--- src/rtl/rq_pkg.sv ---
// rq_pkg: shared widths and index type for the round-robin drain
package rq_pkg;
    localparam int W_DEF = 32;
    localparam int IDX_W = $clog2(W_DEF);
    localparam int CNT_W = $clog2(W_DEF) + 1;
    typedef logic [IDX_W-1:0] idx_t;
endpackage

--- src/rtl/rq_drain_if.sv ---
// rq_drain_if: set/flush inputs, issue handshake and status of the drain engine
interface rq_drain_if #(parameter int W = rq_pkg::W_DEF);
    localparam int AW = $clog2(W);
    localparam int CW = AW + 1;
    logic          set_vld_i;
    logic [AW-1:0] set_idx_i;
    logic          flush_i;
    logic          issue_vld_o;
    logic [AW-1:0] issue_idx_o;
    logic [W-1:0]  issue_oh_o;
    logic          issue_rdy_i;
    logic [W-1:0]  pend_o;
    logic [CW-1:0] cnt_o;
    logic          err_o;
    modport master (
        output set_vld_i, set_idx_i, flush_i, issue_rdy_i,
        input  issue_vld_o, issue_idx_o, issue_oh_o, pend_o, cnt_o, err_o
    );
    modport slave (
        input  set_vld_i, set_idx_i, flush_i, issue_rdy_i,
        output issue_vld_o, issue_idx_o, issue_oh_o, pend_o, cnt_o, err_o
    );
endinterface

--- src/rtl/rq_cffs.sv ---
// rq_cffs: circular find-first-set starting at pos (rotate, LSB pick, rotate back)
module rq_cffs #(
    parameter int W     = 32,
    parameter bit INFER = 0
) (
    input  logic [W-1:0]         x,
    input  logic [$clog2(W)-1:0] pos,
    output logic [W-1:0]         y,
    output logic [$clog2(W)-1:0] y_enc,
    output logic                 any
);
    localparam int AW = $clog2(W);
    logic [W-1:0] r, pk;
    assign pk  = r & (~r + W'(1));
    assign any = |x;
    generate
        if (INFER) begin : g_inf
            assign r = W'({x, x} >> pos);
            assign y = W'(({pk, pk} << pos) >> W);
        end else begin : g_bs
            logic [W-1:0] sr [AW+1];
            logic [W-1:0] sl [AW+1];
            assign sr[0] = x;
            assign sl[0] = pk;
            for (genvar i = 0; i < AW; i++) begin : g_st
                assign sr[i+1] = pos[i] ? {sr[i][2**i-1:0], sr[i][W-1:2**i]} : sr[i];
                assign sl[i+1] = pos[i] ? {sl[i][W-1-2**i:0], sl[i][W-1:W-2**i]} : sl[i];
            end
            assign r = sr[AW];
            assign y = sl[AW];
        end
    endgenerate
    // binary encode of the one-hot pick
    always_comb begin
        y_enc = '0;
        for (int i = 0; i < W; i++) y_enc = y_enc | (y[i] ? AW'(i) : '0);
    end
endmodule

--- src/rtl/rq_drain.sv ---
// rq_drain: round-robin issue of a pending vector over a valid/ready output register
module rq_drain
    import rq_pkg::*;
#(
    parameter int W     = W_DEF,
    parameter bit INFER = 0
) (
    input  logic     clk,
    input  logic     rst,
    rq_drain_if.slave bus
);
    localparam int AW = $clog2(W);
    localparam int CW = AW + 1;
    logic [W-1:0]  p, p_n, sel_oh;
    logic [AW-1:0] ptr, idx_q, sel;
    logic [CW-1:0] cnt;
    logic          vld, err, any, fire, load, held_hit, dup;
    rq_cffs #(.W(W), .INFER(INFER)) u_cffs (
        .x(p), .pos(ptr), .y(sel_oh), .y_enc(sel), .any(any)
    );
    assign fire     = vld & bus.issue_rdy_i;
    assign load     = any & (~vld | fire);
    assign held_hit = vld & ~fire & (bus.set_idx_i == idx_q);
    assign dup      = bus.set_vld_i & (p[bus.set_idx_i] | held_hit);
    // set wins over the clear of the entry being loaded; a set of the still-held entry is dropped
    always_comb begin
        p_n = (p & ~(load ? sel_oh : '0)) | ((bus.set_vld_i & ~held_hit) ? (W'(1) << bus.set_idx_i) : '0);
    end
    // pending vector, pointer, output register and sticky error
    always_ff @(posedge clk) begin
        if (rst) begin
            p     <= '0;
            ptr   <= '0;
            vld   <= 1'b0;
            idx_q <= '0;
            err   <= 1'b0;
        end else if (bus.flush_i) begin
            p   <= '0;
            ptr <= '0;
            vld <= 1'b0;
        end else begin
            p   <= p_n;
            err <= err | dup;
            if (load) begin
                vld   <= 1'b1;
                idx_q <= sel;
                ptr   <= sel + 1'b1;
            end else if (fire) begin
                vld <= 1'b0;
            end
        end
    end
    // occupancy: pending entries plus the held one
    always_comb begin
        cnt = CW'(vld);
        for (int i = 0; i < W; i++) cnt = cnt + CW'(p[i]);
    end
    assign bus.issue_vld_o = vld;
    assign bus.issue_idx_o = idx_q;
    assign bus.issue_oh_o  = vld ? (W'(1) << idx_q) : '0;
    assign bus.pend_o      = p;
    assign bus.cnt_o       = cnt;
    assign bus.err_o       = err;
endmodule

--- src/flat_wrapper.sv ---
// flat-port wrapper written by rule: the top's interface ports become plain ports
module rq_drain_flat import rq_pkg::*;
#(
    parameter int W     = W_DEF,
    parameter bit INFER = 0
)
  (clk, rst, bus_set_vld_i, bus_set_idx_i, bus_flush_i, bus_issue_rdy_i, bus_issue_vld_o, bus_issue_idx_o, bus_issue_oh_o, bus_pend_o, bus_cnt_o, bus_err_o);
  rq_drain_if #(.W(W)) bus_i ();
  input  logic clk;
  input  logic rst;
  input wire logic [$bits(bus_i.set_vld_i)-1:0] bus_set_vld_i;
  input wire logic [$bits(bus_i.set_idx_i)-1:0] bus_set_idx_i;
  input wire logic [$bits(bus_i.flush_i)-1:0] bus_flush_i;
  input wire logic [$bits(bus_i.issue_rdy_i)-1:0] bus_issue_rdy_i;
  output wire logic [$bits(bus_i.issue_vld_o)-1:0] bus_issue_vld_o;
  output wire logic [$bits(bus_i.issue_idx_o)-1:0] bus_issue_idx_o;
  output wire logic [$bits(bus_i.issue_oh_o)-1:0] bus_issue_oh_o;
  output wire logic [$bits(bus_i.pend_o)-1:0] bus_pend_o;
  output wire logic [$bits(bus_i.cnt_o)-1:0] bus_cnt_o;
  output wire logic [$bits(bus_i.err_o)-1:0] bus_err_o;
  assign bus_i.set_vld_i = bus_set_vld_i;
  assign bus_i.set_idx_i = bus_set_idx_i;
  assign bus_i.flush_i = bus_flush_i;
  assign bus_i.issue_rdy_i = bus_issue_rdy_i;
  assign bus_issue_vld_o = bus_i.issue_vld_o;
  assign bus_issue_idx_o = bus_i.issue_idx_o;
  assign bus_issue_oh_o = bus_i.issue_oh_o;
  assign bus_pend_o = bus_i.pend_o;
  assign bus_cnt_o = bus_i.cnt_o;
  assign bus_err_o = bus_i.err_o;
  rq_drain #(.W(W), .INFER(INFER)) u_core (.clk(clk), .rst(rst), .bus(bus_i));
endmodule
--- config.mk ---
export PLATFORM = sky130hd
export DESIGN_NAME = rq_drain_flat
export DESIGN_NICKNAME = d
export VERILOG_FILES = /design/src/rtl/rq_pkg.sv /design/src/rtl/rq_drain_if.sv /design/src/rtl/rq_cffs.sv /design/src/rtl/rq_drain.sv /design/src/flat_wrapper.sv
export SDC_FILE = /design/constraint.sdc
export NUM_CORES = 1
export LEC_CHECK = 0
export ABC_AREA = 1
export CELL_PAD_IN_SITES_DETAIL_PLACEMENT = 1
export CELL_PAD_IN_SITES_GLOBAL_PLACEMENT = 1
export CORE_UTILIZATION = 40
export DETAILED_ROUTE_END_ITERATION = 8
export GPL_TIMING_DRIVEN = 0
export MAX_ROUTING_LAYER = met4
export PLACE_DENSITY_LB_ADDON = 0.1
export SLEW_MARGIN = 0
export SYNTH_ARGS = -nofsm -noshare
export SYNTH_HDL_FRONTEND = slang
export SYNTH_SLANG_ARGS = --single-unit
--- constraint.sdc ---
create_clock -name clk -period 7.5 [get_ports clk]
set_input_delay 1.5 -clock clk [delete_from_list [all_inputs] [get_ports clk]]
set_output_delay 1.5 -clock clk [all_outputs]
set_load 0.02 [all_outputs]
Word level (Yosys, flattened, before mapping)
Cells that the tools add are included.
- add/subtract/negate cells: 34
- shift operators: 2
- magnitude comparators: 1
- div/mod/pow operators: 0
- reduce and logical (&&, ||, !) cells: 4
- bitwise logic cells: 48
- equal/unequal tests: 1
- muxes and demuxes: 48
- multiply operators: 0
- operators with widths (kind ; count):
    32-bit 2-to-1 mux ; 13
    6-bit by 1-bit adder with 6-bit output ; 31
    5-bit 2-to-1 mux ; 16
    5-bit bitwise OR ; 15
    32-bit bitwise AND ; 2
    32-bit inverter ; 2
    1-bit by 5-bit left shift with 32-bit output (first input constant) ; 2
    32-bit by 1-bit adder with 32-bit output (second input constant) ; 1
    4-bit 2-to-1 mux ; 8
    32-bit bitwise OR ; 1
    32-bit OR reduction ; 1
    4-bit bitwise OR ; 7
    3-bit 2-to-1 mux ; 4
    3-bit bitwise OR ; 3
    1-bit bitwise AND ; 6
    5-bit by 6-bit less-than comparator with 1-bit output (second input constant) ; 1
    5-bit by 1-bit adder with 5-bit output (second input constant) ; 1
    1-bit binary-select mux with 5-bit select ; 1
    5-bit equality test ; 1
    4-bit by 5-bit bitwise OR with 5-bit output ; 1
    1-bit 2-to-1 mux ; 4
    2-bit 2-to-1 mux ; 2
    1-bit inverter ; 4
    3-bit by 4-bit bitwise OR with 4-bit output ; 1
    other kinds (8) ; 10
- latch bits: 0
- memories kept: 0
- bits in registers: 44
- bits in read-only memories: 0
- input bits: 10
- output and inout port bits: 77
- RAM bits: 0

Depth between registers and ports, before layout
- word-level depth: 45
- depth in mapped cells: 35

Hierarchy
A second synthesis with hierarchy kept.
- cell total of the unflattened synthesis: 1850
- area total of the unflattened synthesis: 9365.2 sq um
- modules (own cells, without submodules) (module ; area an instance (sq um) ; cells an instance ; times used):
    rq_cffs ; 5931.9 ; 1350 ; 1
    rq_drain ; 3433.3 ; 500 ; 1

Worst setup path after synthesis
Ideal clock, no wire load.
- kind: register -> output
- from: reg u_core.p[0], in the netlist u_core.bus.pend_o[0]
- to: out bus_cnt_o[4]
- cell stages (with the launch flop): 15
- slack: 1146 ps
- required time: 6000 ps
- arrival time: 4854 ps
- cells stage by stage: dfxtp_1 > ha_1 > inv_1 > fa_1 > fa_1 > fa_1 > fa_1 > fa_1 > fa_1 > inv_1 > ha_1 > inv_1 > fa_1 > o21ai_0 > xor2_1
- longest elaborated chain between the ends: 32
- ends and longest elaborated chain (element ; RTL line ; text):
    from (decl) ; rq_drain.sv:14 ; logic [W-1:0] p, p_n, sel_oh;
    from (signal assigned) ; rq_drain.sv:42 ; p <= p_n;
    1-bit by 1-bit adder with 2-bit output ; rq_drain.sv:56 ; for (int i = 0; i < W; i++) cnt = cnt + CW'(p[i]);
    6-bit by 1-bit adder with 6-bit output (31 in series) ; rq_drain.sv:56 ;
    to (decl) ; flat_wrapper.sv:19 ; output wire logic [$bits(bus_i.cnt_o)-1:0] bus_cnt_o;
Every way passes these cells.

Worst setup path after layout
- from: reg u_core.p[1], in the netlist u_core.bus.pend_o[1]
- to: out bus_cnt_o[4]
- longest elaborated chain between the ends: 31
- ends and longest elaborated chain (element ; RTL line):
    6-bit by 1-bit adder with 6-bit output (31 in series) ; rq_drain.sv:56
Every way passes these cells.

==> results.py <==
metrics = {
    "run_status": {
        "status": "finished clean",
    },
    "floorplan": {
        "ios": 87,
        "die_h_um": 155,
        "start_util": 0.409,
        "dieArea_mm2": 0.0239,
        "design.core.area_mm2": 0.0228,
        "die_w_um": 155,
        "rows": 55,
    },
    "routing": {
        "drt-initial-drc-count": 1097,
        "drc": 0,
        "antenna_left": 0,
        "wl_per_cell_um": 22.1,
        "vias_per_cell": 5.99,
        "routed_wl_um": 48400,
        "vias": 13135,
        "dr.pass1.iters": 5,
    },
    "placement": {
        "port_buffers": 84,
        "place.gp.congestion": 0.989,
        "hpwl_um": 39500,
        "dp_worst_setup_slack_ps": 396,
    },
    "worst_setup_path": {
        "r2r_slack_ps": 2610,
        "cp-start-kind": "flop",
        "arrival_ps": 5800,
        "crit_type": "flop to output port",
        "end_kind": "output port",
        "cp_max_fo": 7,
        "cp.required_ps": 6000,
    },
    "yosys": {
        "syn_area_mm2": 0.00933,
        "synth.top_cell.area_share": 0.273,
        "synth.area.top_cells": "nand2_1 27%, nand3_1 22%, dfxtp_1 9.4%",
        "ys_types": 49,
        "synth_top_flop_cell": "dfxtp_1",
        "ys_seq_area_frac": 0.0945,
        "ys_warn_count": 0,
        "synth_edf_count": 0,
        "ys_ff_latch": 44,
        "synth_fp_nets": 1833,
        "synth.avg_cell_area_um2": 5.21,
        "yosys.area.top_type": "nand2_1",
        "async_reset_ff_frac": 0,
        "netlist_instances": 1789,
    },
    "sta": {
        "fin_tns_setup_ps": 0,
        "setup_ws_ps": 202,
        "worstMarginPinSlew_ps": 766,
        "worst_hold_slack_ps": 484,
        "period_needed_ps": 7300,
        "setup_viol": 0,
        "maxSlewViolCount": 0,
        "fmax_mhz": 137,
        "skew_ps": 3.52,
        "timing.final.crit_share": 0.973,
        "max_slew_margin": 0.486,
        "rsz0062_at_grt": "no",
        "hold_violations": 0,
    },
    "cells_and_area": {
        "antenna-diode-count": 0,
        "area_growth_pct": 14.7,
        "fin_util": 0.470,
        "drive_gt1_frac": 0.0755,
        "layout.nets": 1924,
    },
    "cts": {
        "hold_buffers": 0,
        "cts.clk_slew.worst_paths_ps": 60,
        "clk_latency_ps": 290,
        "htreeDepth": 2,
        "clockBufferDepth": 2,
        "cts.sinks": 44,
        "cts_tree": "built",
        "cts_buffers": 5,
        "postCtsSetupBuffers": 0,
        "cts_root_buf": "clkbuf_16",
    },
    "grt": {
        "grt_max_degree": 14,
        "grt_usage": 0.414,
        "overflow": 0,
        "grt_pass1_wl_um": 74300,
        "grt_pass1_vias": 12941,
        "antenna_found_initial": 0,
    },
    "run": {
        "maxCapViolCount": 0,
    },
    "power": {
        "ir_worst_vdd_v": 0.0000923,
        "p_per_area_mw_per_mm2": 155,
        "p_leak_nw": 5.01,
        "total_power_mw": 1.65,
    },
    "worst_hold_path": {
        "hold_class": "flop to flop",
    },
}
-- final cells by class --
class                      count  area, um2
fill                        3430      12100
multi-input combinational   1543       7550
sequential                    44        882
timing repair buffer          84        841
buffer                       104        526
tap                          313        392
inverter                      98        373
clock buffer                   5        125
clock inverter                 2       12.5
-- final timing paths --
check	start	end	depth (start not counted)
max	u_core.bus.pend_o[1]	bus_cnt_o[4]	13
max reg2reg	u_core.ptr[4]	u_core.ptr[4]	26
min	u_core.bus.err_o	u_core.bus.err_o	2
min reg2reg	u_core.bus.err_o	u_core.bus.err_o	2
-- cell usage after synthesis (2+ instances only) --
master,count
clkbuf_1,36
fa_1,25
buf_1,23
nand3b_1,2
nor2_8,2
inv_2,6
nor3_1,2
o2111ai_1,2
nand2_1,677
mux2i_1,2
a21oi_1,47
nor4_1,8
o21ai_2,2
nor2_2,6
dfxtp_1,44
clkinv_1,8
a31oi_1,2
nand3_2,11
a221oi_1,4
buf_4,4
inv_1,83
o22ai_1,4
nand4_1,41
ha_1,9
nand2_2,44
nand2_4,5
buf_2,32
nor2_1,135
xor2_1,2
nand3_1,412
a22oi_1,5
nor4_2,2
or2_2,2
o21ai_1,16
buf_6,7
nor2_4,6
o21ai_0,59
-- per-layer routing --
layer | track usage | routed length, um
met1 | 0.512 | 20400
met2 | 0.668 | 21900
met3 | 0.0426 | 3220
met4 | 0.215 | 2840
met5 | - | 0
-- worst max-delay path, cell delays in order (launching register included) --
cell,delay [ps]
dfxtp_1,670
inv_1,160
fa_1,530
fa_1,410
inv_1,90
fa_1,460
fa_1,520
fa_1,510
fa_1,590
inv_1,70
fa_1,450
o21ai_0,230
xor2_1,170
clkdlybuf4s50_1,630
-- stage by stage --
| stage | area, um2 | instances |
|---|---|---|
| floorplan | 9330 | 1789 |
| global placement | 10600 | 2186 |
| detailed placement | 10600 | 2186 |
| CTS | 10700 | 2193 |
| global route | 10700 | 2193 |
| finish | 10700 | 2193 |
-- registers in the layout, summed over array words and instances (netlist names) --
name and cells:
u_core.ptr 5, u_core.bus.issue_idx_o 5, u_core.bus.issue_vld_o 1, u_core.bus.pend_o 32, u_core.bus.err_o 1
-- cell usage in the layout, fill, tap and decap left out, types with 4 or more instances in the layout --
cell | netlist | layout
buf_2 | 32 | 32
clkdlybuf4s50_1 | 0 | 84
buf_4 | 4 | 4
o21ai_1 | 16 | 16
fa_1 | 25 | 25
inv_1 | 83 | 83
clkinv_1 | 8 | 8
nor4_1 | 8 | 8
nand3_1 | 412 | 412
buf_6 | 7 | 7
nand2_4 | 5 | 5
nand3_2 | 11 | 11
nand4_1 | 41 | 41
clkbuf_1 | 36 | 36
o22ai_1 | 4 | 4
clkbuf_16 | 0 | 5
nor2_1 | 135 | 135
nand2_1 | 677 | 677
dfxtp_1 | 44 | 43
nor2_4 | 6 | 6
o21ai_0 | 59 | 59
a21oi_1 | 47 | 47
buf_1 | 23 | 23
nor2_2 | 6 | 6
a221oi_1 | 4 | 4
nand2_2 | 44 | 44
inv_2 | 6 | 6
a22oi_1 | 5 | 5
ha_1 | 9 | 9
-- logic make-up (layout without fill, tap and decap cells) --
kind of cell | count (synthesis) | count (layout) | share of synthesized area
AO/OA/AOI/OAI | 147 | 147 | 0.0863
buffers and inverters | 202 | 293 | 0.0963
adder cells (fa/ha/maj) | 34 | 34 | 0.0657
flip-flops | 44 | 44 | 0.0945
XOR/XNOR | 3 | 3 | 0.00282
AND/OR/NAND/NOR | 1357 | 1357 | 0.652
multiplexers | 2 | 2 | 0.00215
-- power by group --
group	total, mW	leakage (nW)	switching [mW]	internal [mW]
Sequential	0.246	0.356	0.00701	0.239
Combinational	1.19	4.58	0.872	0.320
Clock	0.216	0.0657	0.0950	0.121
Total	1.65	5.01	0.974	0.680
-- what timing repair did --
action	4_1_cts	5_1_grt
gates resized for setup	0	1
setup endpoints to repair	0	3
hold endpoints to repair	0	0
No activity file was read; power rests on OpenSTA's default activity.
